<file path="config.mk">
export PLATFORM = sky130hd
export DESIGN_NAME = uart_tx_sched_flat
export DESIGN_NICKNAME = d
export VERILOG_FILES = /design/src/rtl/uart_tx_sched_pkg.sv /design/src/rtl/uart_tx_sched_if.sv /design/src/rtl/uart_tx_sched_fifo.sv /design/src/rtl/uart_tx_sched.sv /design/src/flat_wrapper.sv
export SDC_FILE = /design/constraint.sdc
export NUM_CORES = 1
export LEC_CHECK = 0
export CAP_MARGIN = 20
export CORE_MARGIN = 2
export CORE_UTILIZATION = 55
export CTS_CLUSTER_DIAMETER = 40
export CTS_CLUSTER_SIZE = 40
export DETAILED_ROUTE_END_ITERATION = 12
export PLACE_DENSITY = 0.84
export RECOVER_POWER = 100
export SLEW_MARGIN = 15
export SYNTH_ARGS = -nofsm -noshare
export SYNTH_HDL_FRONTEND = slang
export SYNTH_SLANG_ARGS = --single-unit
</file>
<file path="constraint.sdc">
create_clock -name clock -period 3.3 [get_ports clock]
set_input_delay 0.99 -clock clock [delete_from_list [all_inputs] [get_ports clock]]
set_output_delay 0.99 -clock clock [all_outputs]
set_load 0.02 [all_outputs]
</file>
<file path="src/rtl/uart_tx_sched_pkg.sv">
// Shared types, default parameters and width helper for the uart_tx scheduler.
package uart_tx_sched_pkg;

    typedef enum logic {
        IDLE = 1'b0,
        WAIT = 1'b1
    } state_t;

    localparam int unsigned DEFAULT_BYTE_CYCLES = 4340;
    localparam int unsigned DEFAULT_DEPTH       = 4;

    // Bits needed to index `value` entries; never less than 1.
    function automatic int unsigned clog2_min1(input int unsigned value);
        int unsigned w;
        w = 0;
        for (int unsigned i = 0; i < 32; i++) begin
            if ((64'd1 << i) < 64'(value)) w = i + 1;
        end
        return (w == 0) ? 1 : w;
    endfunction

endpackage

</file>
<file path="src/rtl/uart_tx_sched_if.sv">
// Requester push ports and uart_tx-facing outputs of the scheduler.
interface uart_tx_sched_if;

    logic       req0_en;
    logic [7:0] req0_data;
    logic       req1_en;
    logic [7:0] req1_data;
    logic [7:0] tx_data;
    logic       tx_start;
    logic [1:0] ovf;
    logic       idle;

    modport master (
        output req0_en, req0_data, req1_en, req1_data,
        input  tx_data, tx_start, ovf, idle
    );

    modport slave (
        input  req0_en, req0_data, req1_en, req1_data,
        output tx_data, tx_start, ovf, idle
    );

endinterface

</file>
<file path="src/rtl/uart_tx_sched_fifo.sv">
// DEPTH x 8 synchronous FIFO for one requester; a push while full is dropped and flagged.
module sched_fifo
    import uart_tx_sched_pkg::*;
#(
    parameter int unsigned DEPTH = DEFAULT_DEPTH
) (
    input  logic                            clock,
    input  logic                            reset,
    input  logic                            push,
    input  logic [7:0]                      push_data,
    input  logic                            pop,
    output logic [7:0]                      pop_data,
    output logic [clog2_min1(DEPTH):0]      count,
    output logic                            full,
    output logic                            empty,
    output logic                            ovf_pulse
);

    localparam int unsigned AW   = clog2_min1(DEPTH);
    localparam int unsigned CNTW = AW + 1;

    logic [7:0]      r_mem [DEPTH];
    logic [AW-1:0]   r_wr;
    logic [AW-1:0]   r_rd;
    logic [CNTW-1:0] r_count;
    logic            w_push_ok;
    logic            w_pop_ok;

    assign full      = (r_count == CNTW'(DEPTH));
    assign empty     = (r_count == '0);
    assign count     = r_count;
    assign pop_data  = r_mem[r_rd];
    assign w_push_ok = push && !full;
    assign w_pop_ok  = pop && !empty;
    assign ovf_pulse = push && full;

    always_ff @(posedge clock) begin
        if (w_push_ok) r_mem[r_wr] <= push_data;
    end

    always_ff @(posedge clock or posedge reset) begin
        if (reset) begin
            r_wr    <= '0;
            r_rd    <= '0;
            r_count <= '0;
        end else begin
            if (w_push_ok) r_wr <= r_wr + 1'b1;
            if (w_pop_ok)  r_rd <= r_rd + 1'b1;
            r_count <= r_count + CNTW'(w_push_ok) - CNTW'(w_pop_ok);
        end
    end

endmodule

</file>
<file path="src/rtl/uart_tx_sched.sv">
// Round-robin, byte-time-paced scheduler of two requester FIFOs onto uart_tx.
// Define TX_SCHED_STATS_EN to add per-requester issued-byte counters (tx_count).
module uart_tx_sched
    import uart_tx_sched_pkg::*;
#(
    parameter int unsigned DEPTH       = DEFAULT_DEPTH,
    parameter int unsigned BYTE_CYCLES = DEFAULT_BYTE_CYCLES
) (
    input  logic               clock,
    input  logic               reset,
    uart_tx_sched_if.slave     bus
`ifdef TX_SCHED_STATS_EN
    ,
    output logic [1:0][15:0]   tx_count
`endif
);

    localparam int unsigned AW = clog2_min1(DEPTH);
    localparam int unsigned CW = clog2_min1(BYTE_CYCLES);
    localparam logic [CW-1:0] CNT_MAX = CW'(BYTE_CYCLES - 1);

    state_t        r_state;
    logic [CW-1:0] r_counter;
    logic          r_last;
    logic [7:0]    r_tx_data;
    logic          r_tx_start;
    logic          r_idle;
    logic [1:0]    r_ovf;

    logic [1:0]    w_empty;
    logic [1:0]    w_full;
    logic [1:0]    w_ovf_pulse;
    logic [1:0]    w_pop;
    logic [7:0]    w_data0;
    logic [7:0]    w_data1;
    logic [AW:0]   w_count0;
    logic [AW:0]   w_count1;
    logic          w_any;
    logic          w_grant;
    logic          w_idle_nxt;

    sched_fifo #(.DEPTH(DEPTH)) u_fifo0 (
        .clock     (clock),
        .reset     (reset),
        .push      (bus.req0_en),
        .push_data (bus.req0_data),
        .pop       (w_pop[0]),
        .pop_data  (w_data0),
        .count     (w_count0),
        .full      (w_full[0]),
        .empty     (w_empty[0]),
        .ovf_pulse (w_ovf_pulse[0])
    );

    sched_fifo #(.DEPTH(DEPTH)) u_fifo1 (
        .clock     (clock),
        .reset     (reset),
        .push      (bus.req1_en),
        .push_data (bus.req1_data),
        .pop       (w_pop[1]),
        .pop_data  (w_data1),
        .count     (w_count1),
        .full      (w_full[1]),
        .empty     (w_empty[1]),
        .ovf_pulse (w_ovf_pulse[1])
    );

    assign w_any   = !w_empty[0] || !w_empty[1];
    assign w_grant = (!w_empty[0] && !w_empty[1]) ? ~r_last : w_empty[0];
    assign w_pop   = (r_state == IDLE && w_any) ? {w_grant, ~w_grant} : 2'b00;

    // idle is registered but must reflect the cycle it appears in, so it is
    // computed from next state and next occupancy (no pop can occur when both are empty).
    assign w_idle_nxt = (r_state == IDLE || r_counter == '0)
                     && w_count0 == '0 && w_count1 == '0
                     && !(bus.req0_en && !w_full[0])
                     && !(bus.req1_en && !w_full[1]);

    always_ff @(posedge clock or posedge reset) begin
        if (reset) begin
            r_state    <= WAIT;
            r_counter  <= CNT_MAX;
            r_last     <= 1'b1;
            r_tx_data  <= '0;
            r_tx_start <= 1'b0;
            r_idle     <= 1'b0;
            r_ovf      <= '0;
        end else begin
            r_ovf      <= r_ovf | w_ovf_pulse;
            r_tx_start <= 1'b0;
            r_idle     <= w_idle_nxt;
            case (r_state)
                IDLE: begin
                    if (w_any) begin
                        r_tx_data  <= w_grant ? w_data1 : w_data0;
                        r_tx_start <= 1'b1;
                        r_last     <= w_grant;
                        r_counter  <= CNT_MAX;
                        r_state    <= WAIT;
                    end
                end
                WAIT: begin
                    if (r_counter == '0) r_state <= IDLE;
                    else                 r_counter <= r_counter - 1'b1;
                end
                default: r_state <= WAIT;
            endcase
        end
    end

`ifdef TX_SCHED_STATS_EN
    logic [1:0][15:0] r_tx_count;

    always_ff @(posedge clock or posedge reset) begin
        if (reset) begin
            r_tx_count <= '0;
        end else if (r_state == IDLE && w_any) begin
            r_tx_count[w_grant] <= r_tx_count[w_grant] + 16'd1;
        end
    end

    assign tx_count = r_tx_count;
`endif

    assign bus.tx_data  = r_tx_data;
    assign bus.tx_start = r_tx_start;
    assign bus.ovf      = r_ovf;
    assign bus.idle     = r_idle;

endmodule

</file>
<file path="src/flat_wrapper.sv">
// flat-port wrapper written by rule: the top's interface ports become plain ports
module uart_tx_sched_flat import uart_tx_sched_pkg::*;
#(
    parameter int unsigned DEPTH       = DEFAULT_DEPTH,
    parameter int unsigned BYTE_CYCLES = DEFAULT_BYTE_CYCLES
)
  (clock, reset, bus_req0_en, bus_req0_data, bus_req1_en, bus_req1_data, bus_tx_data, bus_tx_start, bus_ovf, bus_idle);
  uart_tx_sched_if bus_i ();
  input  logic clock;
  input  logic reset;
  input wire logic [$bits(bus_i.req0_en)-1:0] bus_req0_en;
  input wire logic [$bits(bus_i.req0_data)-1:0] bus_req0_data;
  input wire logic [$bits(bus_i.req1_en)-1:0] bus_req1_en;
  input wire logic [$bits(bus_i.req1_data)-1:0] bus_req1_data;
  output wire logic [$bits(bus_i.tx_data)-1:0] bus_tx_data;
  output wire logic [$bits(bus_i.tx_start)-1:0] bus_tx_start;
  output wire logic [$bits(bus_i.ovf)-1:0] bus_ovf;
  output wire logic [$bits(bus_i.idle)-1:0] bus_idle;
  assign bus_i.req0_en = bus_req0_en;
  assign bus_i.req0_data = bus_req0_data;
  assign bus_i.req1_en = bus_req1_en;
  assign bus_i.req1_data = bus_req1_data;
  assign bus_tx_data = bus_i.tx_data;
  assign bus_tx_start = bus_i.tx_start;
  assign bus_ovf = bus_i.ovf;
  assign bus_idle = bus_i.idle;
  uart_tx_sched #(.DEPTH(DEPTH), .BYTE_CYCLES(BYTE_CYCLES)) u_core (.clock(clock), .reset(reset), .bus(bus_i));
endmodule
</file>
* Word level (Yosys, flattened, before mapping)
Memories as Yosys holds them, arrays and structs flattened. Cells that the tools add are included.
Storage, ports and cells: bits in registers 41, memory bits (writable) 64, bits of input ports 20, output and inout port bits 12, word-level logic and storage cells 71, memories kept 2
Operators by class: $add $sub $neg 9, equal/unequal tests 4, multiplexer cells 14, bitwise logic cells 4, reductions and logical operators 25
Memories:
- u_core.u_fifo0.r_mem | depth 4, bits a word 8, read ports 1, clocked after Yosys merged registers in 0, write ports 1, RTL line uart_tx_sched_fifo.sv:22 | logic [7:0] r_mem [DEPTH];
- u_core.u_fifo1.r_mem | depth 4, bits a word 8, read ports 1, clocked after Yosys merged registers in 0, write ports 1, RTL line uart_tx_sched_fifo.sv:22
Operator list (number):
- $mux W13 | 2
- $pmux W13 S2 | 1
- $logic_not A13 Y1 | 1
- $sub A13 B1 Y13 const B | 1
- $logic_and A1 B1 Y1 | 12
- $add A2 B1 Y2 const B | 4
- $mux W1 | 8
- $mux W8 | 1
- $add A3 B1 Y3 | 2
- $eq A3 B3 Y1 const B | 2
- $logic_not A1 Y1 | 6
- $logic_not A3 Y1 | 2
- $sub A3 B1 Y3 | 2
- $reduce_and A2 Y1 | 2
- $not A1 Y1 | 3
- $logic_or A1 B1 Y1 | 2
- $mux W2 | 1
- $ne A2 B1 Y1 const B | 1
- $ne A2 B2 Y1 const B | 1
- $or A2 B2 Y2 | 1
- $pmux W1 S2 | 1

* Logic depth before layout (Yosys ltp)
depth after elaboration 8, gate-level depth with buffers 9, mapped depth without buffers 9

* Cells and area by module
From an unflattened synthesis, not the netlist that was laid out.
Unflattened totals: cell total of the unflattened synthesis 290, area total of the unflattened synthesis 4544.4 sq um
Modules (own cells, without submodules):
- sched_fifo at u_core.u_fifo1 | times used 1, cells an instance 86, area each 1634.1 sq um, sequential area each 1136.1 sq um
- sched_fifo at u_core.u_fifo0 | times used 1, cells an instance 85, area each 1629.1 sq um, sequential area each 1136.1 sq um
- uart_tx_sched | times used 1, cells an instance 119, area each 1281.2 sq um, sequential area each 686.9 sq um

* Worst setup path after synthesis
OpenSTA, ideal clock, no wires.
path type in2reg, start point in bus_req1_en, end point reg u_core.u_fifo1.r_count[2] (netlist: u_core.u_fifo1.count[2]), library setup time 0.123 ns, arrival time 2.535 ns, data required time 3.177 ns, slack 0.643 ns, stages on the path 8, path buffers 0, cells stage by stage a21boi_1 -> inv_1 -> ha_1 -> inv_1 -> ha_1 -> inv_1 -> fa_1 -> xnor2_1
Between the ends: longest elaborated chain between the ends 3
Ends and longest elaborated chain:
- start: declaration | RTL line flat_wrapper.sv:13 | input wire logic [$bits(bus_i.req1_en)-1:0] bus_req1_en;
- $logic_and A1 B1 Y1 | RTL line uart_tx_sched_fifo.sv:33 | assign w_push_ok = push && !full;
- $add A3 B1 Y3 | RTL line uart_tx_sched_fifo.sv:49 | r_count <= r_count + CNTW'(w_push_ok) - CNTW'(w_pop_ok);
- $sub A3 B1 Y3 | RTL line uart_tx_sched_fifo.sv:49
- end signal: assignment | RTL line uart_tx_sched_fifo.sv:49
- end: declaration | RTL line uart_tx_sched_fifo.sv:25 | logic [CNTW-1:0] r_count;
Every way passes these cells. A chain may end at the register's enable or synchronous reset.

* Worst setup path in the final report
start point in bus_req0_en, end point mem u_core.u_fifo0.r_mem[3][0], enable pin
Between the ends: longest elaborated chain between the ends 3
Ends and longest elaborated chain:
- start: declaration | RTL line flat_wrapper.sv:11 | input wire logic [$bits(bus_i.req0_en)-1:0] bus_req0_en;
- $logic_and A1 B1 Y1 | RTL line uart_tx_sched_fifo.sv:33
- $mux W1 | RTL line uart_tx_sched_fifo.sv:38 | if (w_push_ok) r_mem[r_wr] <= push_data;
- $mux W1 (not written as such) | RTL line uart_tx_sched_fifo.sv:38
- end: declaration | RTL line uart_tx_sched_fifo.sv:22
Every way passes these cells.

==> flow_summary.toml <==
[die]
num_rows = 32
die_h_um = 93.7
die_w_um = 93.7
initial_core_util = 0.570
coreArea_um2 = 7770
io_pins = 32
die_area_um2 = 8780

[drt]
wl_met2_um = 3900
viasPerCell = 5.79
dr.pass1.iters = 4
postRouteAntennaNets = 0
totalWireLength_um = 7710
vias = 2486
wl_met3_um = 312
drt_iter0_drc = 162
routedWlPerCell_um = 18.0
drc = 0
met1Wirelength_um = 3350
top_layer_used = "met4"

[clock_network]
post_cts_buffers = 0
clock-sinks = 105
cts_tree = "yes"
cts_buffers = 9
cts_root_buf = "clkbuf_8"
ctsHoldBuffers = 0
path_clk_slew_ns = 0.10
cts-htree-levels = 3
clk_path_buf_depth = 2
clkLatencyLatePin_ns = 0.36
cts_resized = 0

[global_routing]
grt_antenna_before_repair = 0
grt_pass1_vias = 2546
grt_max_degree = 42
grt_overflow_total = 0
track_usage = 0.195
grt_pass1_wl_um = 12700

[logic_synthesis]
synth_nets = 323
ys_types = 42
async_reset_ff_frac = 0.390
syn_area_per_cell_um2 = 15.4
ys_warn_count = 0
synth_seq_cells = 105
synth-edff-count = 64
syn-cell-area_um2 = 4430
seq_area_frac_synth = 0.668
ys.flop_type = "edfxtp_1"
ys_top_cells_by_area = "edfxtp_1, dfrtp_1, mux4_2"
synth_top_area_share = 0.434
synth_top_cell_by_area = "edfxtp_1"
synth_cells = 287

[pwr]
ir_drop_mv = 0.306
clkPwrFrac = 0.279
p_int_w = 0.00230
net-switching-power_w = 0.000856
pwr-share-seq = 0.559
p_sw_frac = 0.271
power.density_nw_per_um2 = 626
p_leak_nw = 1.90
power_w = 0.00315
comb_power_share = 0.162

[run_status]
status = "finished clean"

[timing]
finClkSkew_ns = 0.00979
fin_crit_sh = 0.842
worst_pin_slew_ns = 0.983
whs_ns = 0.471
finalSetupTns_ns = 0
slew_violations = 0
finalSetupViolations = 0
fin_crit_ns = 2.78
grt_setup_unrepaired = "no"
slew-limit-headroom = 0.345
hold_viol = 0
fmaxAchievable_ghz = 0.360

[worst_hold_path]
hold_path.class = "reg2reg"
hold_depth = 2
holdPathEnd = "u_core.bus.tx_data[1]$_DFFE_PP0N_"
holdCritStartpoint = "u_core.bus.tx_data[1]$_DFFE_PP0N_"

[layout]
fin_nets = 358
final_common_cell = "edfxtp_1"
layout_common_cells = "edfxtp_1, dfrtp_1, dlygate4sd3_1"
areaGrowthSynthToFinish_pct = 13.7
n_antenna_cell = 0
design_area_um2 = 5030
drive_gt1_frac = 0.141
n_fill_cell = 554

[setup_path]
max_stage_delay_ns = 0.60
rr_startpoint = "u_core.r_counter[4]$_DFFE_PP1P_"
crit_required_ns = 3.30
start_kind = "input pin"
critPathKind = "in2reg"
r2r_cells = 3
path_max_fanout = 8
path_cells = "dlygate4sd3_1, a21boi_0, clkbuf_1, and2_0"
critPathArrivalTime_ns = 2.78
end_kind = "flop"
reg2reg_slack_ns = 0.78
cpMaxStageDelayCell = "and2_0"
r2r-end = "u_core.bus.idle$_DFF_PP0_"

[place]
gp_congestion = 0.804
placed_area_um2 = 4850
hpwl_um = 5420
port_buffers = 31

[flow_run]
maxCapViolations = 0
[state kept, by name (all words and copies together), names as in the netlist]
signal	count
u_core.r_counter	13
u_core.bus.idle	1
u_core.u_fifo1.count	3
u_core.u_fifo0.r_wr	2
u_core.r_state	1
u_core.bus.tx_data	8
u_core.r_last	1
u_core.u_fifo1.r_mem	32
u_core.u_fifo0.r_rd	2
u_core.bus.ovf	2
u_core.u_fifo0.r_mem	32
u_core.u_fifo0.count	3
u_core.bus.tx_start	1
u_core.u_fifo1.r_wr	2
u_core.u_fifo1.r_rd	2
[worst max-delay path by stage]
stage,from,to,cells past startpoint
2_1_floorplan,bus_req1_en,u_core.u_fifo1.count[2]$_DFF_PP0_,8
3_3_place_gp,bus_req1_en,u_core.u_fifo1.count[2]$_DFF_PP0_,9
3_5_place_dp,bus_req0_en,u_core.u_fifo0.count[2]$_DFF_PP0_,8
4_1_cts,bus_req0_en,u_core.u_fifo0.count[2]$_DFF_PP0_,8
5_1_grt,bus_req0_en,u_core.u_fifo0.r_mem[3][0]$_DFFE_PP_,4
6_report,bus_req0_en,u_core.u_fifo0.r_mem[3][0]$_DFFE_PP_,4
[power groups by stage]
stage	clock, W	combinational, W	sequential [W]
after floorplan	0	0.000346	0.00177
after global placement	0	0.000501	0.00177
after detailed placement	0	0.000543	0.00179
after CTS	0.000890	0.000542	0.00176
after global routing	0.000947	0.000574	0.00179
final	0.000880	0.000511	0.00176
[synthesized netlist by cell type (all sizes together), types with 2 or more instances]
cell type / n
nand2b: 2
o21ai: 5
and2: 8
xor2: 3
or3b: 2
clkbuf: 6
a31oi: 3
nand3: 2
mux4: 16
dfrtp: 32
inv: 17
a22oi: 8
buf: 6
a31o: 2
nor3: 6
or4: 7
dfstp: 9
nor4: 3
ha: 14
a21boi: 2
a211oi: 4
nand2: 26
or3: 4
xnor2: 7
nand4b: 2
edfxtp: 64
a21oi: 8
a21o: 3
fa: 2
nor2: 5
[worst max-delay path, delay by kind of cell]
family          cells  cell delay (ns)
simple gates        1             0.60
compound gates      1             0.28
buf+inv             2             0.91
[stage by stage]
stage	cells	utilization	worst slack [ns]
global route	429	0.648	0.400
global placement	413	0.624	0.478
CTS	429	0.653	0.766
finish	429	0.648	0.520
detailed placement	413	0.624	0.387
floorplan	287	-	0.643
[cells by family (layout without fill, tap and decap cells)]
logic type / Yosys count / after routing / synth area share
DFF: 105 / 105 / 0.668
and+or+nand+nor: 71 / 71 / 0.0896
AOI/OAI and AO/OA: 39 / 39 / 0.0636
buffers and inverters: 29 / 69 / 0.0266
muxes: 17 / 17 / 0.0836
adders and majority gates: 16 / 16 / 0.0486
xor gates and xnor gates: 10 / 10 / 0.0198
[cell type report]
class                      count  area, um^2  share of cell area
tap                          102         128              0.0253
sequential                   105        2960               0.588
clock buffer                   9         124              0.0246
multi-input combinational    153        1330               0.264
inverter                      17        63.8              0.0127
timing repair buffer          36         330              0.0656
clock inverter                 7         101              0.0201
[metal layers]
layer  vias to the layer above  track usage
met3                        12       0.0369
met4                         0       0.0737
met2                        68        0.317
met5                         -            0
li1                       1147            -
met1                      1259        0.266
Power figures use the tool's default switching activity.
